File: config.mk
export PLATFORM = sky130hd
export DESIGN_NAME = serial_adder
export DESIGN_NICKNAME = d
export VERILOG_FILES = /design/src/rtl/serial_adder_pkg.sv /design/src/rtl/full_adder.sv /design/src/rtl/serial_adder.sv
export SDC_FILE = /design/constraint.sdc
export NUM_CORES = 1
export LEC_CHECK = 0
export CAP_MARGIN = 20
export CORE_MARGIN = 4
export CORE_UTILIZATION = 40
export CTS_CLUSTER_SIZE = 25
export DETAILED_ROUTE_END_ITERATION = 7
export PLACE_DENSITY_LB_ADDON = 0.15
export REMOVE_ABC_BUFFERS = 1
export SLEW_MARGIN = 20
export SYNTH_ARGS = -nofsm -noshare
export SYNTH_HDL_FRONTEND = slang
export SYNTH_SLANG_ARGS = --single-unit
File: constraint.sdc
create_clock -name clk -period 1.15 [get_ports clk]
set_input_delay 0.115 -clock clk [delete_from_list [all_inputs] [get_ports clk]]
set_output_delay 0.115 -clock clk [all_outputs]
set_load 0.01 [all_outputs]
File: src/rtl/serial_adder_pkg.sv
// rtl/serial_adder_pkg.sv - FSM state encodings and counter sizing for serial_adder.
package serial_adder_pkg;

    typedef enum logic [1:0] {
        IDLE  = 2'd0,
        SHIFT = 2'd1,
        DONE  = 2'd2
    } state_t;

    // One extra bit so the counter can step past WIDTH-1 in the cycle after the last shift.
    function automatic int cnt_width(input int w);
        return $clog2(w) + 1;
    endfunction

endpackage

File: src/rtl/full_adder.sv
// rtl/full_adder.sv - single-bit combinational full adder cell.
module full_adder (
    input  logic a,
    input  logic b,
    input  logic cin,
    output logic sum,
    output logic cout
);

    assign sum  = a ^ b ^ cin;
    assign cout = (a & b) | (a & cin) | (b & cin);

endmodule

File: src/rtl/serial_adder.sv
// rtl/serial_adder.sv - LSB-first bit-serial adder with done pulse; SERIAL_ADDER_OVF_EN adds signed overflow output ovf.
module serial_adder
    import serial_adder_pkg::*;
#(
    parameter int WIDTH = 8
) (
    input  logic             clk,
    input  logic             rst,
    input  logic             start,
    input  logic [WIDTH-1:0] a,
    input  logic [WIDTH-1:0] b,
    input  logic             cin,
    output logic             busy,
    output logic             done,
    output logic [WIDTH-1:0] sum,
    output logic             cout
`ifdef SERIAL_ADDER_OVF_EN
    ,
    output logic             ovf
`endif
);

    localparam int CW = cnt_width(WIDTH);
    localparam logic [CW-1:0] LAST = CW'(WIDTH - 1);

    state_t           state;
    logic [WIDTH-1:0] a_sh;
    logic [WIDTH-1:0] b_sh;
    logic [WIDTH-1:0] res_sh;
    logic [WIDTH-1:0] res_next;
    logic [CW-1:0]    count;
    logic             carry_q;
    logic             fa_sum;
    logic             fa_cout;

    full_adder u_fa (
        .a    (a_sh[0]),
        .b    (b_sh[0]),
        .cin  (carry_q),
        .sum  (fa_sum),
        .cout (fa_cout)
    );

    // New sum bit enters at the MSB so the LSB-first result lands in place after WIDTH shifts.
    assign res_next = WIDTH'({fa_sum, res_sh} >> 1);

    always_ff @(posedge clk) begin
        if (rst) begin
            state   <= IDLE;
            busy    <= 1'b0;
            done    <= 1'b0;
            sum     <= '0;
            cout    <= 1'b0;
            a_sh    <= '0;
            b_sh    <= '0;
            res_sh  <= '0;
            carry_q <= 1'b0;
            count   <= '0;
`ifdef SERIAL_ADDER_OVF_EN
            ovf     <= 1'b0;
`endif
        end else begin
            case (state)
                IDLE, DONE: begin
                    done <= 1'b0;
                    if (start) begin
                        a_sh    <= a;
                        b_sh    <= b;
                        carry_q <= cin;
                        count   <= '0;
                        busy    <= 1'b1;
                        state   <= SHIFT;
                    end else begin
                        state <= IDLE;
                    end
                end
                SHIFT: begin
                    a_sh    <= a_sh >> 1;
                    b_sh    <= b_sh >> 1;
                    res_sh  <= res_next;
                    carry_q <= fa_cout;
                    count   <= count + CW'(1);
                    if (count == LAST) begin
                        sum   <= res_next;
                        cout  <= fa_cout;
`ifdef SERIAL_ADDER_OVF_EN
                        ovf   <= carry_q ^ fa_cout;
`endif
                        busy  <= 1'b0;
                        done  <= 1'b1;
                        state <= DONE;
                    end
                end
                default: begin
                    busy  <= 1'b0;
                    done  <= 1'b0;
                    state <= IDLE;
                end
            endcase
        end
    end

endmodule

==> key figures <==
Route
  – Post-detailed-route wirelength per cell: 13.9 µm
  – Via Count: 1,477
  – Routed vias/inst: 5.33
  – Antenna-violating nets left: 0
  – DRC violations left: 0
  – Post-Route WL: 3840 µm
  – Iter 0 DRT Violations: 62
  – DR pass1 iterations: 4

Setup path
  – Endpoint class of the critical path: flop
  – Critical Path Source Type: flop
  – Critical-path top delay cell: dfxtp_2
  – Reg2Reg Depth: 5
  – FF-to-FF Start: count[1]$_SDFFE_PP0P_
  – Worst path max stage delay: 0.36 ns
  – CP cell instances: ha_4 -> and3b_2 -> buf_12 -> nand3_2 -> a21oi_2
  – Arrival time worst endpoint: 1.42 ns
  – WP data required: 1.38 ns
  – R2R setup slack: -0.04 ns
  – Critical path class: flop to flop
  – Crit-path max FO: 7
  – Worst R2R End: sum[7]$_SDFFE_PP0P_

Run
  – Max-Cap Viols: 0

Pwr
  – Cell-internal power: 2.56 mW
  – VDD IR max: 850 µV
  – Tot Pwr: 3.34 mW
  – Clk pwr share: 0.422
  – Comb power frac: 0.125
  – Power Density: 1420 mW/mm²
  – Reg power frac: 0.454
  – Sw Share: 0.232
  – Switching Power: 775 µW
  – Leakage: 0.862 nW

Synthesis
  – Synth Register Bits: 41
  – Post-synth EDFFs: 0
  – Synth warn: 0
  – Area contributors post-synth: dfxtp_1, a21oi_1, nand3_1
  – Mean Syn Cell Area: 8.74 µm²
  – Count leader, synth: dfxtp_1
  – Top post-synthesis cells by count: dfxtp_1, a21oi_1, nand3_1, nand2_1, a22oi_1
  – Post-Synthesis Cells: 188
  – Synth cell types: 25
  – Synth top area share: 0.500
  – Synth area leader: dfxtp_1
  – Post-synthesis cell area: 0.00164 mm²
  – Async set or reset register ratio after synthesis: 0
  – Synth Flop Type: dfxtp_1
  – Seq/Total Area, Yosys: 0.500

CTS
  – CTS Buffer Depth: 2
  – Clock tree from TritonCTS: done
  – Clock sink count: 41
  – Hold_buf cts: 0
  – Clk pin slew, worst setup/hold paths: 0.08 ns
  – Worst-skew pair later-pin latency: 0.29 ns
  – CTS root buffer: clkbuf_8
  – CTS HTree Levels: 2
  – CTS buffer count: 5

Worst hold path
  – Hold Path Class: primary input to flop
  – Hold wc startpoint: a[7]
  – Hold EP: a_sh[7]$_SDFFE_PP0P_
  – Hold Crit Depth: 3

Global route
  – First-pass GRT wire length: 6570 µm
  – Grt met3 use: 0.0485
  – Busiest grt layer: met2
  – Initial antenna violation count: 0
  – Vias in the first global route: 1,460
  – Global route total overflow: 0
  – GR Util met1: 0.184
  – Largest net degree at the start of global routing: 22
  – GRT met2 Usage: 0.283
  – Total GRT Usage: 0.160

Die
  – Die area: 0.00520 mm²
  – Starting Density: 0.411
  – Core Rows: 23
  – Die width: 72.1 µm
  – Core area: 0.00400 mm²
  – Die Height: 72.1 µm
  – IO Pins: 31

Layout
  – Final net count: 248
  – Final core occ: 0.589
  – Area delta synth->final: 43.5%
  – # fillers: 360
  – Final Cell Area: 0.00236 mm²
  – Layout cells sized above 1: 0.264
  – ANT cells: 0
  – Fin cells: 277

STA
  – Fmax: 844 MHz
  – Worst Skew: 0.00419 ns
  – Max-slew violations: 0
  – Unrepaired setup endpoints after global routing: yes
  – Final worst slack: -0.0354 ns
  – Period utilization: 1.03
  – Final setup TNS: -0.140 ns
  – Worst-Margin Slew: 0.225 ns
  – Hold Slack: 0.365 ns
  – Final min period: 1.19 ns
  – Slew HR: 0.848
  – Endpoints failing hold: 0
  – Final Setup Violations: 9

Outcome
  – Status: complete, but fails checks
  – Violated checks: setup timing

Place
  – Post-Place Cell Area: 0.00209 mm²
  – Final Wtd Congestion: 0.838
  – Placed insts: 268
  – Dpl ws: -0.221 ns
  – Post-DP HPWL: 2570 µm
  – PortBufs: 30
-- per-layer routing --
| metal | share of wire | routed length [µm] |
|---|---|---|
| met5 | 0 | 0 |
| met4 | 0.011 | 44 |
| met3 | 0.053 | 203 |
| met1 | 0.42 | 1610 |
| met2 | 0.52 | 1980 |
-- power groups by stage --
stage | registers (mW) | logic (mW) | clock network, mW
after floorplan | 1.53 | 0.155 | 0
after global placement | 1.54 | 0.362 | 0
after detailed placement | 1.54 | 0.373 | 0
after CTS | 1.51 | 0.388 | 1.43
after global routing | 1.52 | 0.458 | 1.51
final | 1.51 | 0.416 | 1.41
-- how the worst max path moves through the flow --
stage	slack, ns	startpoint	to
final	-0.04	count[1]$_SDFFE_PP0P_	sum[7]$_SDFFE_PP0P_
after global routing	-0.1	count[1]$_SDFFE_PP0P_	sum[7]$_SDFFE_PP0P_
after CTS	-0.02	carry_q$_SDFFE_PP0P_	sum[7]$_SDFFE_PP0P_
after detailed placement	-0.22	start	count[2]$_SDFFE_PP0P_
after global placement	-0.19	start	count[2]$_SDFFE_PP0P_
after floorplan	-0.47	state[1]$_SDFFE_PP0P_	count[2]$_SDFFE_PP0P_
-- logic make-up (layout without fill, tap and decap cells) --
logic type	after synthesis	after routing	share of synthesized area
flops	41	41	0.500
fa+ha+maj	2	2	0.0198
compound gates	64	64	0.224
simple gates	60	60	0.177
buf+inv	19	58	0.0632
mux	2	2	0.0160
-- state kept, by name, summed over array words and instances, names as in the netlist --
name     cells
cout         1
b_sh         8
done         1
res_sh       7
a_sh         8
count        4
carry_q      1
sum          8
busy         1
state        2
-- worst max-delay path, delay by kind of cell (launching register included) --
| family | cells | cell delay, ns |
|---|---|---|
| buffers and inverters | 1 | 0.14 |
| AND/OR/NAND/NOR | 2 | 0.35 |
| flip-flops | 1 | 0.36 |
| adder cells (fa/ha/maj) | 1 | 0.15 |
| AO/OA/AOI/OAI | 1 | 0.13 |
-- layout by cell type, fill, tap and decap left out --
| master | Yosys | routed |
|---|---|---|
| a211oi_2 | 1 | 1 |
| a21oi_1 | 37 | 33 |
| a21oi_2 | 0 | 4 |
| a22oi_1 | 15 | 7 |
| a22oi_2 | 0 | 8 |
| and2b_4 | 0 | 1 |
| and3b_2 | 0 | 1 |
| buf_12 | 0 | 4 |
| buf_4 | 4 | 13 |
| buf_6 | 1 | 2 |
| buf_8 | 0 | 1 |
| bufinv_16 | 0 | 2 |
| clkbuf_8 | 0 | 5 |
| clkdlybuf4s50_1 | 0 | 19 |
| dfxtp_1 | 41 | 35 |
| dfxtp_2 | 0 | 5 |
| dfxtp_4 | 0 | 1 |
| dlygate4sd2_1 | 0 | 11 |
| fa_2 | 0 | 1 |
| ha_4 | 0 | 1 |
| inv_6 | 0 | 1 |
| mux2_2 | 1 | 1 |
| mux2_4 | 1 | 1 |
| nand2_1 | 17 | 17 |
| nand2b_1 | 3 | 2 |
| nand2b_2 | 0 | 1 |
| nand3_1 | 28 | 23 |
| nand3_2 | 0 | 5 |
| nand3b_1 | 1 | 1 |
| nand4_1 | 1 | 1 |
| nor2_1 | 4 | 4 |
| nor2b_1 | 1 | 1 |
| nor3_1 | 2 | 1 |
| nor3_2 | 0 | 1 |
| nor3b_1 | 1 | 1 |
| o21a_1 | 1 | 1 |
| o21ai_0 | 10 | 9 |
| o21ai_1 | 0 | 1 |
-- final cells by class --
| cell class | count | area (µm²) | area share |
|---|---|---|---|
| clock buffer | 5 | 68.8 | 0.0292 |
| timing repair buffer | 50 | 502 | 0.213 |
| clock inverter | 3 | 68.8 | 0.0292 |
| multi-input combinational | 128 | 825 | 0.350 |
| sequential | 41 | 831 | 0.352 |
| tap | 50 | 62.6 | 0.0265 |
-- timing repair --
action | in CTS | in global routing
buffers inserted | 0 | 0
gates resized for setup | 26 | 24
setup endpoints to repair | 40 | 33
pin swaps | 3 | 9
gates cloned | 1 | 0
Power figures use the tool's default switching activity.
